==> src/rtl/tx_pkt_arbiter.sv <==
// tx_pkt_arbiter: packet-granular round-robin arbiter that shares the 64-bit
// TX AXI-Stream input of a 10G MAC among NUM_PORTS user streams.
// A grant is held for a whole frame. Frames longer than MAX_BEATS are cut:
// the last forwarded beat carries a forced tlast, and the rest of the frame
// is drained from the requester without being forwarded.
// Optional build macro: TX_ARB_PKT_CNT_EN adds per-port completed-frame
// counters (cnt_clr input, port_pkt_cnt output).
module tx_pkt_arbiter #(
    parameter int NUM_PORTS  = 4,
    parameter int MAX_BEATS  = 1200,
    parameter int BEAT_CNT_W = 11
) (
    input  logic                    tx_axis_fifo_aclk,
    input  logic                    reset,
    input  logic [NUM_PORTS-1:0]    port_en,
    input  logic [NUM_PORTS*64-1:0] s_tdata,
    input  logic [NUM_PORTS*8-1:0]  s_tkeep,
    input  logic [NUM_PORTS-1:0]    s_tvalid,
    input  logic [NUM_PORTS-1:0]    s_tlast,
    output logic [NUM_PORTS-1:0]    s_tready,
    output logic [63:0]             m_tdata,
    output logic [7:0]              m_tkeep,
    output logic                    m_tvalid,
    output logic                    m_tlast,
    input  logic                    m_tready,
    output logic [2:0]              grant_id,
    output logic                    busy,
    output logic                    trunc_err
`ifdef TX_ARB_PKT_CNT_EN
    ,
    input  logic                    cnt_clr,
    output logic [NUM_PORTS*32-1:0] port_pkt_cnt
`endif
);

    typedef enum logic [1:0] {
        ST_IDLE  = 2'd0,
        ST_XFER  = 2'd1,
        ST_DRAIN = 2'd2
    } state_t;

    state_t                state_r;
    logic [2:0]            ptr_r;
    logic [2:0]            grant_id_r;
    logic [BEAT_CNT_W-1:0] beat_cnt_r;
    logic                  busy_r;
    logic                  trunc_err_r;

    logic [NUM_PORTS-1:0]  req_s;
    logic [2:0]            pick_s;
    logic                  found_s;
    logic [63:0]           sel_data_s;
    logic [7:0]            sel_keep_s;
    logic                  sel_valid_s;
    logic                  sel_last_s;
    logic                  at_max_s;
    logic                  accept_s;
    logic                  drain_acc_s;
    logic [NUM_PORTS-1:0]  s_tready_s;
    logic [63:0]           m_tdata_s;
    logic [7:0]            m_tkeep_s;
    logic                  m_tvalid_s;
    logic                  m_tlast_s;

    // Round-robin pick: first requesting port above the pointer, then wrap to the lowest.
    always_comb begin
        req_s   = s_tvalid & port_en;
        pick_s  = 3'd0;
        found_s = 1'b0;
        for (int i = 0; i < NUM_PORTS; i++) begin
            pick_s  = (!found_s && req_s[i] && (i > int'(ptr_r))) ? 3'(i) : pick_s;
            found_s = found_s | (req_s[i] && (i > int'(ptr_r)));
        end
        for (int i = 0; i < NUM_PORTS; i++) begin
            pick_s  = (!found_s && req_s[i] && (i <= int'(ptr_r))) ? 3'(i) : pick_s;
            found_s = found_s | (req_s[i] && (i <= int'(ptr_r)));
        end
    end

    // Select the granted requester's stream with an AND-OR mux.
    always_comb begin
        sel_data_s  = 64'd0;
        sel_keep_s  = 8'd0;
        sel_valid_s = 1'b0;
        sel_last_s  = 1'b0;
        for (int i = 0; i < NUM_PORTS; i++) begin
            sel_data_s  = sel_data_s  | (s_tdata[i*64 +: 64] & {64{grant_id_r == 3'(i)}});
            sel_keep_s  = sel_keep_s  | (s_tkeep[i*8 +: 8]   & {8{grant_id_r == 3'(i)}});
            sel_valid_s = sel_valid_s | (s_tvalid[i] & (grant_id_r == 3'(i)));
            sel_last_s  = sel_last_s  | (s_tlast[i]  & (grant_id_r == 3'(i)));
        end
    end

    // Handshake qualifiers and the truncation point (zero-based beat MAX_BEATS-1).
    always_comb begin
        at_max_s    = (beat_cnt_r == BEAT_CNT_W'(MAX_BEATS - 1));
        accept_s    = (state_r == ST_XFER) & sel_valid_s & m_tready;
        drain_acc_s = (state_r == ST_DRAIN) & sel_valid_s;
    end

    // Route ready back to the granted requester only; draining accepts unconditionally.
    always_comb begin
        s_tready_s = {NUM_PORTS{1'b0}};
        for (int i = 0; i < NUM_PORTS; i++) begin
            s_tready_s[i] = (grant_id_r == 3'(i)) &
                            (((state_r == ST_XFER) & m_tready) | (state_r == ST_DRAIN));
        end
    end

    // Master side: pass-through while transferring, quiet otherwise.
    always_comb begin
        m_tdata_s  = 64'd0;
        m_tkeep_s  = 8'd0;
        m_tvalid_s = 1'b0;
        m_tlast_s  = 1'b0;
        case (state_r)
            ST_XFER: begin
                m_tdata_s  = sel_data_s;
                m_tkeep_s  = sel_keep_s;
                m_tvalid_s = sel_valid_s;
                m_tlast_s  = sel_last_s | at_max_s;
            end
            default: begin
                m_tdata_s  = 64'd0;
                m_tkeep_s  = 8'd0;
                m_tvalid_s = 1'b0;
                m_tlast_s  = 1'b0;
            end
        endcase
    end

    // Arbiter FSM: grant, frame transfer with truncation, drain of the cut remainder.
    always_ff @(posedge tx_axis_fifo_aclk or posedge reset) begin
        if (reset) begin
            state_r     <= ST_IDLE;
            ptr_r       <= 3'(NUM_PORTS - 1);
            grant_id_r  <= 3'd0;
            beat_cnt_r  <= {BEAT_CNT_W{1'b0}};
            busy_r      <= 1'b0;
            trunc_err_r <= 1'b0;
        end else begin
            trunc_err_r <= 1'b0;
            case (state_r)
                ST_IDLE: begin
                    if (found_s) begin
                        grant_id_r <= pick_s;
                        beat_cnt_r <= {BEAT_CNT_W{1'b0}};
                        busy_r     <= 1'b1;
                        state_r    <= ST_XFER;
                    end else begin
                        busy_r     <= 1'b0;
                    end
                end
                ST_XFER: begin
                    if (accept_s) begin
                        beat_cnt_r <= (beat_cnt_r == {BEAT_CNT_W{1'b1}}) ?
                                      beat_cnt_r : beat_cnt_r + BEAT_CNT_W'(1);
                        if (sel_last_s) begin
                            ptr_r   <= grant_id_r;
                            busy_r  <= 1'b0;
                            state_r <= ST_IDLE;
                        end else if (at_max_s) begin
                            trunc_err_r <= 1'b1;
                            state_r     <= ST_DRAIN;
                        end else begin
                            state_r <= ST_XFER;
                        end
                    end else begin
                        state_r <= ST_XFER;
                    end
                end
                ST_DRAIN: begin
                    if (drain_acc_s && sel_last_s) begin
                        ptr_r   <= grant_id_r;
                        busy_r  <= 1'b0;
                        state_r <= ST_IDLE;
                    end else begin
                        state_r <= ST_DRAIN;
                    end
                end
                default: begin
                    busy_r  <= 1'b0;
                    state_r <= ST_IDLE;
                end
            endcase
        end
    end

`ifdef TX_ARB_PKT_CNT_EN
    logic        frame_end_s;
    logic [31:0] pkt_cnt_r [NUM_PORTS];

    // A frame ends on the forwarded beat that carries tlast, natural or forced.
    always_comb begin
        frame_end_s = accept_s & m_tlast_s;
    end

    // Per-port completed-frame counters; clear wins over a same-cycle increment.
    always_ff @(posedge tx_axis_fifo_aclk or posedge reset) begin
        if (reset) begin
            for (int i = 0; i < NUM_PORTS; i++) begin
                pkt_cnt_r[i] <= 32'd0;
            end
        end else if (cnt_clr) begin
            for (int i = 0; i < NUM_PORTS; i++) begin
                pkt_cnt_r[i] <= 32'd0;
            end
        end else begin
            for (int i = 0; i < NUM_PORTS; i++) begin
                pkt_cnt_r[i] <= (frame_end_s && (grant_id_r == 3'(i))) ?
                                pkt_cnt_r[i] + 32'd1 : pkt_cnt_r[i];
            end
        end
    end

    for (genvar g = 0; g < NUM_PORTS; g++) begin : g_cnt_out
        assign port_pkt_cnt[g*32 +: 32] = pkt_cnt_r[g];
    end
`else
    // Frame counters are not built in this configuration.
`endif

    assign s_tready  = s_tready_s;
    assign m_tdata   = m_tdata_s;
    assign m_tkeep   = m_tkeep_s;
    assign m_tvalid  = m_tvalid_s;
    assign m_tlast   = m_tlast_s;
    assign grant_id  = grant_id_r;
    assign busy      = busy_r;
    assign trunc_err = trunc_err_r;

endmodule

==> config.mk <==
export PLATFORM = sky130hd
export DESIGN_NAME = tx_pkt_arbiter
export DESIGN_NICKNAME = d
export VERILOG_FILES = /design/src/rtl/tx_pkt_arbiter.sv
export SDC_FILE = /design/constraint.sdc
export NUM_CORES = 1
export LEC_CHECK = 0
export ABC_CLOCK_PERIOD_IN_PS = 2000
export CORE_AREA = 2 2 151 153
export CTS_CLUSTER_SIZE = 12
export DETAILED_ROUTE_END_ITERATION = 16
export DIE_AREA = 0 0 153 155
export GPL_ROUTABILITY_DRIVEN = 0
export SYNTH_ARGS = -nofsm -noshare
export SYNTH_HDL_FRONTEND = slang
export SYNTH_SLANG_ARGS = --single-unit
==> constraint.sdc <==
create_clock -name tx_axis_fifo_aclk -period 2 [get_ports tx_axis_fifo_aclk]
set_clock_uncertainty 0.15 [all_clocks]
set_input_delay 0.4 -clock tx_axis_fifo_aclk [delete_from_list [all_inputs] [get_ports tx_axis_fifo_aclk]]
set_output_delay 0.4 -clock tx_axis_fifo_aclk [all_outputs]
set_load 0.01 [all_outputs]
==> results of run 1 <==
cells by family after synthesis:
kind of cell,share of synthesized area
AOI/OAI and AO/OA,0.102
DFF,0.136
adders and majority gates,0.00356
buffers and inverters,0.0477
and+or+nand+nor,0.214
muxes,0.495
other,0.00107
how the worst max path moves through the flow:
stage                startpoint  depth (start not counted)  slack, ns           to
floorplan           grant_id[0]                          5      -0.05  m_tdata[46]
global placement    grant_id[0]                          4      -0.70   m_tdata[9]
detailed placement  grant_id[0]                          4      -0.69   m_tdata[9]
CTS                 grant_id[0]                          6      -0.47  m_tdata[40]
global route        grant_id[0]                          6      -0.50  m_tdata[38]
finish              grant_id[0]                          6      -0.46  m_tdata[46]
synth_stat cells (4+ instances only):
master     n  share of area
clkbuf_1  18          0.019
a21o_1     4         0.0085
buf_2      8          0.011
o211ai_1   4         0.0085
o31ai_1    4         0.0085
nor2b_1    4         0.0071
mux2i_1    4          0.011
nand3_1    5         0.0071
a22o_1     4          0.010
mux4_2    74           0.47
nor2_1     8         0.0085
and2_1    74           0.13
nand2_1   13          0.014
dfrtp_1   17           0.12
o21ai_0    6         0.0085
inv_1      4         0.0043
power by group through the flow:
stage | Combinational (uW) | Clock (uW) | Sequential, uW
final | 9570 | 426 | 641
after CTS | 9240 | 433 | 642
after detailed placement | 7670 | 0 | 672
after global routing | 10100 | 452 | 658
after global placement | 7660 | 0 | 671
after floorplan | 4140 | 0 | 603
per-layer routing:
layer	wire (um)	track usage	part of all wire	vias to the layer above
li1	-	-	-	2150
met3	2100	0.0635	0.093	21
met1	9430	0.229	0.42	2346
met4	148	0.0220	0.0066	12
met5	74	0	0.0033	-
met2	10800	0.301	0.48	231
cell type report:
class	count	area, sq um	share of cell area
Timing Repair Buffer	466	4850	0.539
Multi-Input combinational cell	256	3210	0.356
Sequential cell	19	485	0.0539
Tap cell	285	357	0.0396
Clock buffer	4	78.8	0.00875
Inverter	4	15.0	0.00167
Antenna cell	6	15.0	0.00167
layout by cell type (no fill, tap or decap), types with 5 or more instances in the layout:
| master | n |
|---|---|
| diode_2 | 6 |
| buf_2 | 17 |
| nand3_1 | 5 |
| and2_4 | 62 |
| clkdlybuf4s50_1 | 304 |
| buf_16 | 7 |
| mux4_2 | 74 |
| dfrtp_1 | 15 |
| nand2_1 | 12 |
| buf_6 | 70 |
| nor2_1 | 5 |
| buf_12 | 17 |
| buf_4 | 46 |
| and2_1 | 13 |
flip-flops by register name (all words and copies together), names as in the netlist:
| signal | count |
|---|---|
| state_r | 2 |
| grant_id | 2 |
| trunc_err | 1 |
| busy | 1 |
| beat_cnt_r | 11 |
| ptr_r | 2 |
worst max-delay path, cell delays in order (launching register included):
cell and delay, ns:
dfrtp_4 0.50, buf_12 0.16, buf_16 0.14, buf_12 0.14, mux4_2 0.44, and2_4 0.16
buf_6 0.11
per-stage QoR:
| stage | util | setup slack [ns] |
|---|---|---|
| 6_report | 0.406 | -0.462 |
| 5_1_grt | 0.405 | -0.500 |
| 4_1_cts | 0.398 | -0.467 |
| 3_5_place_dp | 0.366 | -0.692 |
| 3_3_place_gp | 0.366 | -0.702 |
| 2_1_floorplan | - | -0.0516 |
what timing repair did:
action	CTS	global route
cloned	9	0
endpoints found under the setup margin	93	99
gates resized for setup	437	65
setup buffers	21	5
pin swaps	66	8
hold buffers	0	0
==> results.sh, run 1 <==
export IMPL_status="finished with violations"
export IMPL_violations="negative setup slack"
export IMPL_final_max_slew_violation_count=0
export IMPL_dieHeight_um=155
export IMPL_ys_seq_area_frac=0.136
export IMPL_grt_first_pass_wirelength_um=32100
export IMPL_critical_path_class="reg2out"
export IMPL_report_power_total_uw=10600
export IMPL_routed_via_density=4.58
export IMPL_wl_per_cell_um=21.6
export IMPL_area_growth_pct=156
export IMPL_drt_first_iter_violations=189
export IMPL_dp_cells=1001
export IMPL_start_util=0.158
export IMPL_power_density_nw_per_um2=1180
export IMPL_p_int_uw=6820
export IMPL_ys_warn_count=0
export IMPL_tritoncts="done"
export IMPL_synth_area_sq_um=3520
export IMPL_core_area_sq_um=22200
export IMPL_first_global_vias=4994
export IMPL_ant_nets=0
export IMPL_syn_nets=614
export IMPL_reg2reg_slack_ns=-0.35
export IMPL_crit_required_ns=1.45
export IMPL_pwr_share_clk=0.040
export IMPL_p_leak_uw=0.00364
export IMPL_synth_ff_type="dfrtp_1"
export IMPL_port_buffer_count=384
export IMPL_fin_crit_ns=2.46
export IMPL_worstReg2RegStart="grant_id[0]"
export IMPL_antenna_found_initial=12
export IMPL_clk_latency_ns=0.26
export IMPL_hpwl_um=18500
export IMPL_power_switching_uw=3810
export IMPL_drc_errors=0
export IMPL_io_pin_count=386
export IMPL_layout_nets=1054
export IMPL_synth_seq_cells=19
export IMPL_cts_sinks=19
export IMPL_firstDrtPassIters=4
export IMPL_p_seq_frac=0.060
export IMPL_cts_clk_slew_worst_paths_ns=0.06
export IMPL_setup_viol=95
export IMPL_clock_fmax_mhz=406
export IMPL_layout_setup_ws_ns=-0.462
export IMPL_synth_cells=310
export IMPL_post_route_period_util=1.23
export IMPL_vdd_ir_drop_max_uv=503
export IMPL_reg2regPathDepth=9
export IMPL_drive_above_1_share=0.447
export IMPL_dieArea_sq_um=23700
export IMPL_cap_viol_max_count=0
export IMPL_r2r_end="beat_cnt_r[3]"
export IMPL_dr_total_vias=4760
export IMPL_avgSynthCellArea_sq_um=11.3
export IMPL_place_area_sq_um=8130
export IMPL_pwr_share_comb=0.900
export IMPL_hp_class="in2async"
export IMPL_synthArstFlopShare=1.00
export IMPL_die_w_um=153
export IMPL_p_sw_frac=0.358
export IMPL_rows=55
export IMPL_grt_max_degree=34
export IMPL_setup_worst_path_start_class="flop"
export IMPL_setup_tns_ns=-31.39
export IMPL_cts_root_buf="clkbuf_16"
export IMPL_overflow=0
export IMPL_final_cells=1040
export IMPL_grt_use_total=0.179
export IMPL_clk_path_buf_depth=2
export IMPL_drt_total_wl_um=22500
export IMPL_numCtsBuffers=3
export IMPL_fillerInstances=2161
export IMPL_critical_path_arrival_ns=1.91
export IMPL_cts_max_level=1
export IMPL_synth_distinct_cells=52
export IMPL_finalHoldViolCount=0
export IMPL_crit_path_end_kind="primary output"
export IMPL_grt_setup_unrepaired="yes"
export IMPL_fin_area_sq_um=9010
export IMPL_hold_ws_ns=0.195
export IMPL_synth_edf_count=0
export IMPL_critical_path_max_fanout=6
(Power assumes the default switching activity.)
==> run 2: changes to the inputs <==
--- a/config.mk
+++ b/config.mk
@@ -11,6 +11,7 @@
 export DETAILED_ROUTE_END_ITERATION = 16
 export DIE_AREA = 0 0 153 155
 export GPL_ROUTABILITY_DRIVEN = 0
+export HOLD_SLACK_MARGIN = 0.15
 export SYNTH_ARGS = -nofsm -noshare
 export SYNTH_HDL_FRONTEND = slang
 export SYNTH_SLANG_ARGS = --single-unit
==> results of run 2 <==
Final layout, timing and power as in run 1 (identical DEF).
